[config.mk]
export PLATFORM = sky130hd
export DESIGN_NAME = nx_indirect_access_arb
export DESIGN_NICKNAME = d
export VERILOG_FILES = /design/src/rtl/nx_indirect_access_arb.sv
export SDC_FILE = /design/constraint.sdc
export NUM_CORES = 1
export LEC_CHECK = 0
export ABC_AREA = 1
export CAP_MARGIN = 15
export CELL_PAD_IN_SITES_DETAIL_PLACEMENT = 1
export CELL_PAD_IN_SITES_GLOBAL_PLACEMENT = 2
export CORE_AREA = 2 2 250 252
export CTS_CLUSTER_SIZE = 16
export DETAILED_ROUTE_END_ITERATION = 10
export DIE_AREA = 0 0 252 254
export GPL_ROUTABILITY_DRIVEN = 0
export PLACE_DENSITY_LB_ADDON = 0.1
export RECOVER_POWER = 100
export SLEW_MARGIN = 20
export SYNTH_ARGS = -nofsm -noshare
export SYNTH_HDL_FRONTEND = slang
export SYNTH_SLANG_ARGS = --single-unit
export TNS_END_PERCENT = 5
[constraint.sdc]
create_clock -name clk -period 3.6 [get_ports clk]
set_input_delay 0.54 -clock clk [delete_from_list [all_inputs] [get_ports clk]]
set_output_delay 0.54 -clock clk [all_outputs]
set_load 0.02 [all_outputs]
[src/rtl/nx_indirect_access_arb.sv]
// -----------------------------------------------------------------------------
// nx_indirect_access_arb
//
// Single-port RAM arbiter between the indirect-access controller's software
// port and the owning datapath's hardware port. Hardware traffic normally wins.
// A starvation counter bounds how long a pending software request can be held
// off. The software request also wins outright while the controller signals
// yield, while its init sweep is running (reset), or while the hardware port is
// disabled.
//
// Parameters
//   N_DATA_BITS  : RAM word width
//   N_ADDR_BITS  : RAM address width
//   MAX_HW_BURST : max consecutive hardware accesses while software waits (1..255)
//
// Ports
//   clk, rst_n                         clock, async active-low reset
//   sw_cs/sw_we/sw_add/sw_wdat         software request (held until grant)
//   yield, reset, enable               controller arbitration hints
//   grant                              software access performed this cycle
//   sw_rdat                            software read data (held between reads)
//   hw_cs/hw_we/hw_add/hw_wdat         hardware request (held while stalled)
//   hw_stall                           hardware request not accepted this cycle
//   hw_rvld, hw_rdat                   hardware read return
//   mem_cs/mem_we/mem_add/mem_wdat     RAM command, all zero when idle
//   mem_rdat                           RAM read data, one cycle after select
//   stall_cnt                          saturating count of hw_stall cycles
// -----------------------------------------------------------------------------
module nx_indirect_access_arb #(
  parameter int N_DATA_BITS  = 96,
  parameter int N_ADDR_BITS  = 9,
  parameter int MAX_HW_BURST = 8
) (
  input  logic                   clk,
  input  logic                   rst_n,
  input  logic                   sw_cs,
  input  logic                   sw_we,
  input  logic [N_ADDR_BITS-1:0] sw_add,
  input  logic [N_DATA_BITS-1:0] sw_wdat,
  input  logic                   yield,
  input  logic                   reset,
  input  logic                   enable,
  output logic                   grant,
  output logic [N_DATA_BITS-1:0] sw_rdat,
  input  logic                   hw_cs,
  input  logic                   hw_we,
  input  logic [N_ADDR_BITS-1:0] hw_add,
  input  logic [N_DATA_BITS-1:0] hw_wdat,
  output logic                   hw_stall,
  output logic                   hw_rvld,
  output logic [N_DATA_BITS-1:0] hw_rdat,
  output logic                   mem_cs,
  output logic                   mem_we,
  output logic [N_ADDR_BITS-1:0] mem_add,
  output logic [N_DATA_BITS-1:0] mem_wdat,
  input  logic [N_DATA_BITS-1:0] mem_rdat,
  output logic [15:0]            stall_cnt
);

  localparam int STARVE_W = $clog2(MAX_HW_BURST + 1);
  localparam logic [STARVE_W-1:0] STARVE_MAX = STARVE_W'(MAX_HW_BURST);

  function automatic logic [15:0] sat_inc16(input logic [15:0] v);
    return (v == 16'hFFFF) ? v : v + 16'd1;
  endfunction

  function automatic logic [STARVE_W-1:0] starve_next(
    input logic [STARVE_W-1:0] cnt,
    input logic                clr,
    input logic                inc
  );
    if (clr)      return '0;
    else if (inc) return cnt + 1'b1;
    else          return cnt;
  endfunction

  logic [STARVE_W-1:0]    starve_cnt;
  logic                   force_sw;
  logic                   hw_go;
  logic                   sw_rd_p1;
  logic                   hw_rd_p1;
  logic [N_DATA_BITS-1:0] sw_hold;

  // ---- stage p0: arbitration and RAM command ----
  always_comb begin
    force_sw = (starve_cnt == STARVE_MAX);
    grant    = sw_cs & (~hw_cs | yield | reset | ~enable | force_sw);
    hw_stall = hw_cs & (grant | ~enable);
    hw_go    = hw_cs & ~hw_stall;
    mem_cs   = grant | hw_go;

    mem_we   = 1'b0;
    mem_add  = '0;
    mem_wdat = '0;
    if (grant) begin
      mem_we   = sw_we;
      mem_add  = sw_add;
      mem_wdat = sw_wdat;
    end else if (hw_go) begin
      mem_we   = hw_we;
      mem_add  = hw_add;
      mem_wdat = hw_wdat;
    end
  end

  // The only way software can be refused is a granted hardware access, so
  // every non-granted pending cycle counts one hardware access against it.
  always_ff @(posedge clk or negedge rst_n) begin
    if (!rst_n) begin
      starve_cnt <= '0;
      sw_rd_p1   <= 1'b0;
      hw_rd_p1   <= 1'b0;
      sw_hold    <= '0;
      stall_cnt  <= '0;
    end else begin
      starve_cnt <= starve_next(starve_cnt, grant | ~sw_cs, hw_go & sw_cs);
      sw_rd_p1   <= grant & ~sw_we;
      hw_rd_p1   <= hw_go & ~hw_we;
      if (sw_rd_p1) sw_hold <= mem_rdat;
      if (hw_stall) stall_cnt <= sat_inc16(stall_cnt);
    end
  end

  // ---- stage p1: read return ----
  // sw_hold keeps the last software read word so the controller sees a
  // stable value even while the RAM output moves on for hardware reads.
  always_comb begin
    hw_rvld = hw_rd_p1;
    hw_rdat = mem_rdat;
    sw_rdat = sw_rd_p1 ? mem_rdat : sw_hold;
  end

endmodule

# --- Yosys cells after proc, flatten, opt, wreduce, memory -nomap -nowiden ---
# Cells that the tools add are included.
word_totals:
  register_bits: 118
  input_bits: 315
  out_inout_bits: 318
  elab_cells: 40
op_classes:
  add_sub_neg: 2
  eq_ne: 2
  n_mux: 9
  n_bitwise: 20
  reduce_logical: 2
op_table:
  columns: ["op", "n"]
  rows:
  - ["two-way mux 96 bit", 3]
  - ["two-way mux 9 bit", 2]
  - ["adder 16 x 1 -> 16 bit (second input constant)", 1]
  - ["== test 16 bit (second input constant)", 1]
  - ["two-way mux 4 bit", 2]
  - ["NOT 1 bit", 7]
  - ["OR 1 bit", 7]
  - ["bitwise AND 1 bit", 6]
  - ["adder 4 x 1 -> 4 bit (second input constant)", 1]
  - ["== test 4 bit (second input constant)", 1]
  - ["two-way mux 1 bit", 2]
  - ["AND reduction 2 bit", 1]
  - ["nonzero test 2 bit", 1]

# --- Longest topological paths before layout ---
# Gate-level depths: netlist (run 1).
logic_depth:
  depth_word: 13
  depth_mapped: 11
  depth_no_buf: 10

# --- Worst setup path before layout (run 1) ---
# Ideal clock, no wire load.
synth_path:
  path_kind: "input -> output"
  start: "input port enable"
  end: "output port mem_wdat[87]"
  t_arrival_ns: 1.647
  required_time_ns: 3.060
  setup_slack_ns: 1.413
  cell_stages: 8
  path_buffers: 1
  path_cell_list: "nand2_2 inv_2 nand3_1 nand2_1 inv_2 buf_1 nand2_1 nand2_1"
synth_via:
  elab_chain_len: 10
synth_lines:
  columns: ["element", "line", "text"]
  rows:
  - ["from (decl)", "42", "input logic enable,"]
  - ["NOT 1 bit (*)", "87", "grant = sw_cs & (~hw_cs | yield | reset | ~enable | force_sw);"]
  - ["OR 1 bit (*) (2 in series)", "87", null]
  - ["bitwise AND 1 bit (*)", "87", null]
  - ["net grant", "43", "output logic grant,"]
  - ["OR 1 bit", "88", "hw_stall = hw_cs & (grant | ~enable);"]
  - ["bitwise AND 1 bit", "88", null]
  - ["NOT 1 bit", "89", "hw_go = hw_cs & ~hw_stall;"]
  - ["bitwise AND 1 bit", "89", null]
  - ["two-way mux 96 bit", "99", "end else if (hw_go) begin"]
  - ["two-way mux 96 bit (*)", "95", "if (grant) begin"]
  - ["to (decl)", "55", "output logic [N_DATA_BITS-1:0] mem_wdat,"]
# The timed path passes the listed nets; every way through them passes the cells marked *.

# --- Worst setup path after layout (run 1) ---
layout_path:
  start: "register sw_rd_p1"
  end: "output port sw_rdat[80]"
layout_via:
  elab_chain_len: 1
layout_lines:
  columns: ["element", "line", "text"]
  rows:
  - ["from (decl)", "80", "logic sw_rd_p1;"]
  - ["from (signal assigned)", "117", "sw_rd_p1 <= grant & ~sw_we;"]
  - ["two-way mux 96 bit", null, null]
  - ["to (decl)", "44", "output logic [N_DATA_BITS-1:0] sw_rdat,"]
# Every way passes these cells.

==> impl_results.md, run 1 <==
* Final setup violation count at 0
* CTS root buffer: clkbuf_16
* Die Area at 64000 um2
* Gr ovfl total at 0
* Fin Hold WS at 80.2 ps
* Reg2reg start: stall_cnt[0]$_DFFE_PN0P_
* Setup CP Type: flip-flop to output pin
* Post-synthesis register bit count at 118
* Crit-path slowest cell: dfrtp_1
* Final Hold Vio Count at 0
* Clock Latency Late Sink at 430 ps
* Finished layout cell area at 13800 um2
* Routed len/inst at 19.7 um
* Clk network pwr share at 33.0%
* Max incr delay on CP at 950 ps
* Fillers at 7105
* Router iterations before antenna repair at 4
* Area delta synth->final at 103%
* Initial antenna violation count at 9
* Synth Instances at 802
* Clk pin slew, worst setup/hold paths at 60 ps
* Max Freq at 298 MHz
* Sink Count at 118
* Via count of the first global-routing pass at 8005
* Crit-path cells: buf_12 -> mux2_2 -> dlygate4sd3_1
* Port Buffers at 632
* Via count at 7319
* Sequential Power Share at 30.0%
* RSZ-0062 raised after global routing: yes
* Final core utilization at 22.6%
* Share of layout cells above drive strength 1 at 6.84%
* # IOs at 633
* Worst reg2reg endpoint: stall_cnt[12]$_DFFE_PN0P_
* Worst-Margin Slew at 1730 ps
* Register Area at 2950 um2
* Worst hold path class: primary input to async pin
* CP startpoint kind: flip-flop
* CTS tree: done
* # rows at 91
* Lkg Pwr at 5.88 nW
* Post-DRT Antenna Nets at 0
* Via density at 3.43
* Initial core utilization at 11.1%
* Placed inst area at 13400 um2
* Max rail drop VDD at 0.182 mV
* Power per cell area at 384 nW/um2
* H-Tree Depth at 4
* Cts repair resizes at 0
* WL final at 42000 um
* Max FO, Critical Path at 43
* Post-synthesis cell area at 6810 um2
* Comb pwr share at 37.0%
* YS warnings at 0
* Number of setup buffers added after CTS at 0
* Worst rel slew slack at -15.3%
* Outcome: finished, violations left
* Maxcap violations at 1
* Reg2Reg Depth at 7
* Chip Height at 254 um
* Nets@finish at 1651
* WP buf/inv at 2
* Detailed placement HPWL at 35400 um
* Global Route Usage Sum at 12.6%
* Largest net degree at the start of global routing at 65
* CTS max path bufs at 2
* Multi-input gate area at 2900 um2
* Worst path top cell family by delay: buffers and inverters
* Tcrit/Tclk final at 93.4%
* Core footprint at 61300 um2
* Mean post-synth cell area at 8.49 um2
* Mapped Nets at 1120
* Post-Route Skew at 15.8 ps
* Post-layout minimum cycle time at 3360 ps
* Kind of end point of the critical path: output pin
* # DRC at 0
* Failing checks: max-capacitance violations, max-slew violations
* Max Transition Viols Final at 65
* P_int at 3.57 mW
* Initial drt markers at 184
* Flop-to-flop setup slack at 1450 ps
* Switch Pwr at 1.74 mW
* Distinct cell type count after synthesis at 22
* Worst endpoint data arrival time at 2820 ps
* CTS Hold Bufs at 0
* Worst Path Required at 3060 ps
* Sw frac at 32.8%
* Die X at 252 um
* TritonCTS buffer count at 17
* First-pass GRT wire length at 57900 um
* Post-synthesis sequential area ratio at 43.4%
## layer usage
metal	wire (um)	track usage (%)
met3	4680	6.52
met4	410	2.33
met2	22100	23.7
met5	82	0
met1	14800	12.4
## kinds of logic (layout without fill, tap and decap cells)
kind of cell | count (synthesis) | in the layout | share of synthesized area (%)
and+or+nand+nor | 426 | 426 | 24.0
buffers and inverters | 142 | 685 | 14.0
DFF | 118 | 118 | 43.4
muxes | 96 | 96 | 15.9
xor gates and xnor gates | 16 | 16 | 2.06
adders and majority gates | 3 | 3 | 0.552
AOI/OAI and AO/OA | 1 | 1 | 0.110
other | 0 | 1 | 0
## area by class of cell
cell class | count | area share (%)
Clock buffer | 17 | 3.08
Antenna cell | 1 | 0.0181
Tap cell | 790 | 7.15
Sequential cell | 118 | 21.4
Clock inverter | 14 | 1.28
Multi-Input combinational cell | 542 | 21.0
Timing Repair Buffer | 643 | 45.8
Inverter | 11 | 0.308
## power by group through the flow
stage / registers (mW) / clock network [mW] / logic, mW
floorplan: 1.62 / 0 / 0.918
global placement: 1.62 / 0 / 2.15
detailed placement: 1.63 / 0 / 2.14
CTS: 1.60 / 1.86 / 2.15
global route: 1.62 / 1.90 / 2.11
finish: 1.59 / 1.75 / 1.96
## worst max-delay path by stage
stage	slack (ps)	endpoint	start	cells after the start
2_1_floorplan	1410	mem_wdat[87]	enable	8
3_3_place_gp	140	mem_wdat[7]	enable	11
3_5_place_dp	120	mem_wdat[7]	enable	11
4_1_cts	70	mem_wdat[7]	starve_cnt[0]$_DFFE_PN0P_	11
5_1_grt	-20	mem_wdat[72]	starve_cnt[0]$_DFFE_PN0P_	11
6_report	240	sw_rdat[80]	sw_rd_p1$_DFF_PN0_	3
## sequential cells by signal, indices dropped and copies added, names as in the netlist
name        cells
stall_cnt      16
sw_rd_p1        1
sw_hold        96
starve_cnt      4
hw_rvld         1
## synthesized netlist by cell type
cell      count  area share (%)
nand2_1     388              21
dfrtp_1     118              43
buf_4        96              11
mux2_2       96              16
buf_2        22             1.6
nor2_1       21             1.2
nand3_1      10            0.74
xnor2_1      10             1.3
inv_1         9            0.50
clkbuf_1      8            0.44
xor2_1        6            0.77
buf_6         4            0.66
ha_1          3            0.55
inv_2         2            0.11
nand4_1       2            0.18
a21boi_0      1            0.11
buf_1         1           0.055
nand2_2       1           0.092
nor2_2        1           0.092
nor2_4        1            0.17
nor3_1        1           0.073
nor3_2        1            0.15
## placed cells by master, fill, tap and decap left out, drive strengths merged
cell type and n:
a21boi 1, buf 11, bufinv 3, clkbuf 43, clkdlybuf4s50 432, clkinv 8
clkinvlp 2, dfrtp 118, diode 1, dlygate4sd3 173, dlymetal6s2s 1, ha 3
inv 12, mux2 96, nand2 389, nand3 10, nand4 2, nor2 23
nor3 2, xnor2 10, xor2 6
## metrics by stage
| step | worst slack [ps] | cells | TNS (ps) | power [mW] |
|---|---|---|---|---|
| 2_1_floorplan | 1410 | 802 | 0 | 2.54 |
| 3_3_place_gp | 135 | 2104 | 0 | 3.76 |
| 3_5_place_dp | 124 | 2104 | 0 | 3.76 |
| 4_1_cts | 68.7 | 2135 | 0 | 5.61 |
| 5_1_grt | -20.1 | 2135 | -44.4 | 5.63 |
| 6_report | 239 | 2136 | 0 | 5.31 |
(Power assumes the default switching activity.)
==> run 2, diff against run 1 <==
CORE_AREA = 10 10 237 239   (was 2 2 250 252)
DIE_AREA = 0 0 247 249   (was 0 0 252 254)
==> run 2 against run 1 <==
Largest power group unchanged. Final cell count fell by 5.1%. Critical path depth rose by 8. The flow still finishes with violations (max-capacitance violations, max-slew violations). Combinational power barely moved. Sequential power barely moved.
==> impl_results.md, run 2 (synthesis results as in run 1) <==
* Post-DRT Antenna Nets at 0 (unchanged)
* RSZ-0062 raised after global routing: no
* Post-Route Skew at 9.34 ps (-6.45 ps)
* Router iterations before antenna repair at 4 (unchanged)
* Chip Height at 249 um (-2.0%)
* Kind of end point of the critical path: output pin
* Cts repair resizes at 0 (unchanged)
* Commonest non-fill, non-tap cells in the layout: nand2_1, clkdlybuf4s50_1, dlygate4sd3_1
* Detailed placement HPWL at 40800 um (+15%)
* Gr ovfl total at 0 (unchanged)
* Post-route setup TNS at 0 ps (unchanged)
* WL final at 47300 um (+13%)
* Largest register FFs at 96 (unchanged)
* Via count at 7333 (+0.19%)
* Worst-Margin Slew at 2630 ps (+897 ps)
* Flop-to-flop setup slack at 1160 ps (-290 ps)
* Initial antenna violation count at 12 (+3)
* Share of layout cells above drive strength 1 at 7.58% (+0.74 points)
* Clock Latency Late Sink at 430 ps (about the same)
* Core footprint at 51200 um2 (-16%)
* # IOs at 633 (unchanged)
* Max Freq at 298 MHz (about the same)
* Failing checks: max-capacitance violations, max-slew violations
* Hold endpoint: sw_hold[7]$_DFF_PN0_
* Final Hold Vio Count at 0 (unchanged)
* Largest Register: sw_hold
* Final core utilization at 26.4% (+3.8 points)
* Reg2Reg Depth at 11 (+4)
* Routed len/inst at 23.4 um (+19%)
* Worst hold path class: flip-flop to flip-flop
* CTS max path bufs at 2 (unchanged)
* First-pass GRT wire length at 64700 um (+12%)
* Maxcap violations at 1 (unchanged)
* Outcome: finished, violations left
* Worst reg2reg endpoint: stall_cnt[5]$_DFFE_PN0P_
* H-Tree Depth at 4 (unchanged)
* Fillers at 5981 (-16%)
* Final setup violation count at 0 (unchanged)
* Reg2reg start: starve_cnt[0]$_DFFE_PN0P_
* Max rail drop VDD at 0.218 mV (+20%)
* Biggest regs: sw_hold (96), stall_cnt (16), starve_cnt (4)
* Initial drt markers at 174 (-5.4%)
* HP Start: sw_hold[7]$_DFF_PN0_
* Number of setup buffers added after CTS at 0 (unchanged)
* Clk pin slew, worst setup/hold paths at 60 ps (about the same)
* # DRC at 0 (unchanged)
* Most common cell after layout, fill and taps aside: nand2_1
* Largest net degree at the start of global routing at 98 (+51%)
* Post-layout minimum cycle time at 3360 ps (-2.78 ps)
* CTS Hold Bufs at 0 (unchanged)
* Port Buffers at 632 (unchanged)
* Area delta synth->final at 98.5%
* Global Route Usage Sum at 14.8% (+2.2 points)
* Tcrit/Tclk final at 93.3% (about the same)
* Die X at 247 um (-2.0%)
* Via count of the first global-routing pass at 7988 (-0.21%)
* Sink Count at 118 (unchanged)
* Worst rel slew slack at -75.1% (-60 points)
* Max FO, Critical Path at 50 (+16%)
* Fin Hold WS at 475 ps (+395 ps)
* # diodes at 0 (-1)
* CP startpoint kind: primary input
* CTS tree: done
* Lkg Pwr at 5.91 nW (+0.62%)
* Nets@finish at 1651 (unchanged)
* Die Area at 61500 um2 (-3.9%)
* Worst Path Required at 3060 ps (about the same)
* Setup CP Type: primary input to output pin
* DP Cell Count at 1994 (-5.2%)
* Initial core utilization at 13.3% (+2.2 points)
* Hold Path Depth at 1
* # rows at 83 (-8.8%)
* Layout Cells excl Fill at 2026 (-5.1%)
* CTS root buffer: clkbuf_16
* Worst endpoint data arrival time at 2820 ps (about the same)
* Via density at 3.62 (+5.6%)
* Max Transition Viols Final at 96 (+48%)
* Power per cell area at 387 nW/um2 (+0.60%)
* TritonCTS buffer count at 17 (unchanged)
## run 2: changes by cell type in the layout (fill, tap and decap cells not counted), sizes merged, moves of 2 or more
cell	previous run	this run
clkdlybuf4s50	432	315
clkbuf	43	61
bufinv	3	1
buf	11	8
dlygate4sd3	173	276
inv	12	16
## run 2: final cells by class
type | count | area, um2 | area share [%]
Clock buffer | 17 | 425 | 3.15
Clock inverter | 15 | 145 | 1.07
Inverter | 11 | 42.5 | 0.315
Multi-Input combinational cell | 542 | 2900 | 21.5
Sequential cell | 118 | 2960 | 21.9
Tap cell | 680 | 851 | 6.30
Timing Repair Buffer | 643 | 6190 | 45.8
## run 2: per-stage QoR
| stage | total power [mW] | setup slack [ps] | cell area (um2) |
|---|---|---|---|
| 6_report | 5.23 | 241 | 13500 |
| 5_1_grt | 5.54 | 47.5 | 13500 |
| 3_5_place_dp | 3.82 | 249 | 13300 |
| 3_3_place_gp | 3.82 | 227 | 13300 |
| 4_1_cts | 5.58 | 215 | 13800 |
| 2_1_floorplan | 2.54 | 1410 | 6810 |
## run 2: layer usage
metal	up-vias	global-route usage, %	wire, um
met4	18	3.04	508
met1	3426	14.2	16000
met2	365	27.7	25100
li1	3481	-	-
met3	43	7.50	5580
met5	-	0	117
## run 2: critical path, cell delays in order
cell and delay, ps:
clkdlybuf4s50_1 510, nand2_2 90, inv_2 50, nand3_1 60, nand2_1 100, clkinv_2 110, nor2_4 170, buf_12 270
nand2_1 90, nand2_1 60, dlygate4sd3_1 740
## run 2: where the power goes
part,internal [mW],switching [mW]
Combinational,0.901,1.05
Clock,0.964,0.724
Sequential,1.52,0.0718
Total,3.38,1.84
## run 2: how the worst max path moves through the flow
stage	slack [ps]	to	from	cells past startpoint
2_1_floorplan	1410	mem_wdat[87]	enable	8
3_3_place_gp	230	mem_add[5]	hw_cs	11
3_5_place_dp	250	mem_add[5]	hw_cs	11
4_1_cts	220	mem_add[5]	starve_cnt[0]$_DFFE_PN0P_	11
5_1_grt	50	mem_wdat[63]	starve_cnt[0]$_DFFE_PN0P_	11
6_report	240	mem_wdat[3]	hw_cs	11
==> run 3, diff against run 2 <==
clock period = 3.15 ns   (was 3.6 ns; I/O delays follow)
==> run 3 against run 2 <==
The flow still finishes with violations (max-capacitance violations, max-slew violations). Clock power rose by 19%. Hold slack improved by 1.1 ps. Cell area grew 1.6%. Non-clock buffer count increased by 23. Critical endpoint is now sw_rdat[77].
==> impl_results.md, run 3 (synthesis results as in run 1) <==
* Via count of the first global-routing pass at 8143 (+1.9%)
* Global Route Usage Sum at 15.1% (+0.24 points)
* Share of layout cells above drive strength 1 at 11.0% (+3.5 points)
* Worst rel slew slack at -18.2% (+57 points)
* Post-layout minimum cycle time at 3000 ps
* # DRC at 0 (unchanged)
* Final Hold Vio Count at 0 (unchanged)
* Fillers at 5991 (+0.17%)
* Kind of end point of the critical path: output pin
* Router iterations before antenna repair at 4 (unchanged)
* H-Tree Depth at 4 (unchanged)
* Total Power at 6.09 mW (+17%)
* Power per cell area at 444 nW/um2 (+15%)
* Die Area at 61500 um2 (unchanged)
* Worst-Margin Slew at 1770 ps (-853 ps)
* Detailed placement HPWL at 42100 um (+3.2%)
* Max FO, Critical Path at 28 (-44%)
* Max Transition Viols Final at 68 (-29%)
* Lkg Pwr at 6.18 nW (+4.5%)
* CP startpoint kind: flip-flop
* Max Freq at 333 MHz
* Max incr delay on CP at 740 ps (about the same)
* CTS max path bufs at 2 (unchanged)
* Finished layout cell area at 13700 um2 (+1.6%)
* Biggest regs: sw_hold (96), stall_cnt (16), starve_cnt (4)
* Commonest non-fill, non-tap cells in the layout: nand2_1, clkdlybuf4s50_1, dlygate4sd3_1
* Register Area at 2960 um2 (unchanged)
* First-pass GRT wire length at 66000 um (+1.9%)
* Worst path top cell family by delay: buffers and inverters
* Pre-CTS setup slack at 49.6 ps (-199 ps)
* Area delta synth->final at 102%
* Clk pin slew, worst setup/hold paths at 60 ps (about the same)
* Gr ovfl total at 0 (unchanged)
* Post-Route Skew at 9.69 ps (+0.345 ps)
* Placed inst area at 13500 um2 (+2.0%)
* Number of setup buffers added after CTS at 0 (unchanged)
* Die X at 247 um (unchanged)
* # rows at 83 (unchanged)
* WP buf/inv at 2 (-3)
* Crit-path cells: buf_4 -> mux2_2 -> dlygate4sd3_1
* Initial core utilization at 13.3% (unchanged)
* Routed len/inst at 23.3 um (-0.32%)
* Tcrit/Tclk final at 95.2%
* Most common cell after layout, fill and taps aside: nand2_1
* RSZ-0062 raised after global routing: no
* Largest Register: sw_hold
* Maxcap violations at 1 (unchanged)
* Clock Latency Late Sink at 430 ps (about the same)
* Worst hold path class: flip-flop to flip-flop
* Initial drt markers at 183 (+5.2%)
* Largest register FFs at 96 (unchanged)
* Failing checks: max-capacitance violations, max-slew violations
* Final setup violation count at 0 (unchanged)
* Crit-path slowest cell: dfrtp_4
* Sink Count at 118 (unchanged)
* Via density at 3.60 (-0.51%)
* CTS tree: done
* TritonCTS buffer count at 17 (unchanged)
* Final Worst Setup Slack at 150 ps (-91.1 ps)
* Worst endpoint data arrival time at 2530 ps (-290 ps)
* Chip Height at 249 um (unchanged)
* Largest net degree at the start of global routing at 68 (-31%)
* Post-DRT Antenna Nets at 0 (unchanged)
* Initial antenna violation count at 11 (-1)
* Setup CP Type: flip-flop to output pin
* Max rail drop VDD at 0.293 mV (+34%)
* Nets@finish at 1674 (+1.4%)
* WL final at 47800 um (+0.96%)
* Worst Path Required at 2680 ps (-380 ps)
* Outcome: finished, violations left
* Post-route setup TNS at 0 ps (unchanged)
* Via count at 7389 (+0.76%)
* Core footprint at 51200 um2 (unchanged)
* Port Buffers at 632 (unchanged)
* # IOs at 633 (unchanged)
* Multi-input gate area at 2900 um2 (about the same)
* CTS root buffer: clkbuf_16
-- run 3: cell types whose count changed in the layout (fill, tap and decap cells not counted), sizes merged --
| cell | before | now |
|---|---|---|
| buf | 8 | 40 |
| bufinv | 1 | 2 |
| clkbuf | 61 | 68 |
| clkdlybuf4s50 | 315 | 336 |
| clkinv | 7 | 5 |
| clkinvlp | 2 | 3 |
| diode | 0 | 3 |
| dlygate4sd2 | 0 | 53 |
| dlygate4sd3 | 276 | 189 |
| inv | 16 | 13 |
-- run 3: worst paths after layout --
check | startpoint | end | slack (ps) | depth (start not counted)
min reg2reg | sw_hold[18]$_DFF_PN0_ | sw_hold[18]$_DFF_PN0_ | 480 | 1
max in group asynchronous | rst_n | sw_hold[8]$_DFF_PN0_ | 800 | 2
min in group asynchronous | rst_n | sw_hold[70]$_DFF_PN0_ | 510 | 1
max | sw_rd_p1$_DFF_PN0_ | sw_rdat[77] | 150 | 3
max reg2reg | starve_cnt[0]$_DFFE_PN0P_ | stall_cnt[12]$_DFFE_PN0P_ | 890 | 11
min | sw_hold[18]$_DFF_PN0_ | sw_hold[18]$_DFF_PN0_ | 480 | 1
-- run 3: final cells by class --
class                   count  area share, %
diodes                      3         0.0547
clock buffers              20           3.40
clock inverters            12           1.05
inverters                  11          0.310
multi-input cells         542           21.1
flip-flops and latches    118           21.5
well taps                 680           6.20
repair buffers            666           46.3
-- run 3: power by group --
part           switching [mW]  total (mW)  internal, mW
clock network           0.770        2.01          1.24
logic                    1.20        2.26          1.06
registers              0.0936        1.83          1.73
total                    2.07        6.09          4.03
-- run 3: repair_timing --
item,4_1_cts,5_1_grt
pin swaps,0,0
hold buffers,0,0
gates resized for setup,53,12
endpoints found under the setup margin,53,12
cloned,0,0
-- run 3: metrics by stage --
| step | util [%] | hold slack (ps) | instances |
|---|---|---|---|
| 6_report | 26.8 | 476 | 2052 |
| 5_1_grt | 26.8 | 502 | 2050 |
| 4_1_cts | 27.5 | 62.0 | 2049 |
| 3_5_place_dp | 26.4 | 487 | 2017 |
| 3_3_place_gp | 26.4 | 478 | 2017 |
| 2_1_floorplan | - | 177 | 802 |
-- run 3: layer usage --
| layer | vias to the layer above | global-route usage, % | part of all wire (%) |
|---|---|---|---|
| met1 | 3427 | 14.4 | 35 |
| met3 | 42 | 7.90 | 12 |
| li1 | 3537 | - | - |
| met2 | 369 | 27.4 | 51 |
| met5 | - | 0 | 0.19 |
| met4 | 14 | 4.40 | 2.1 |
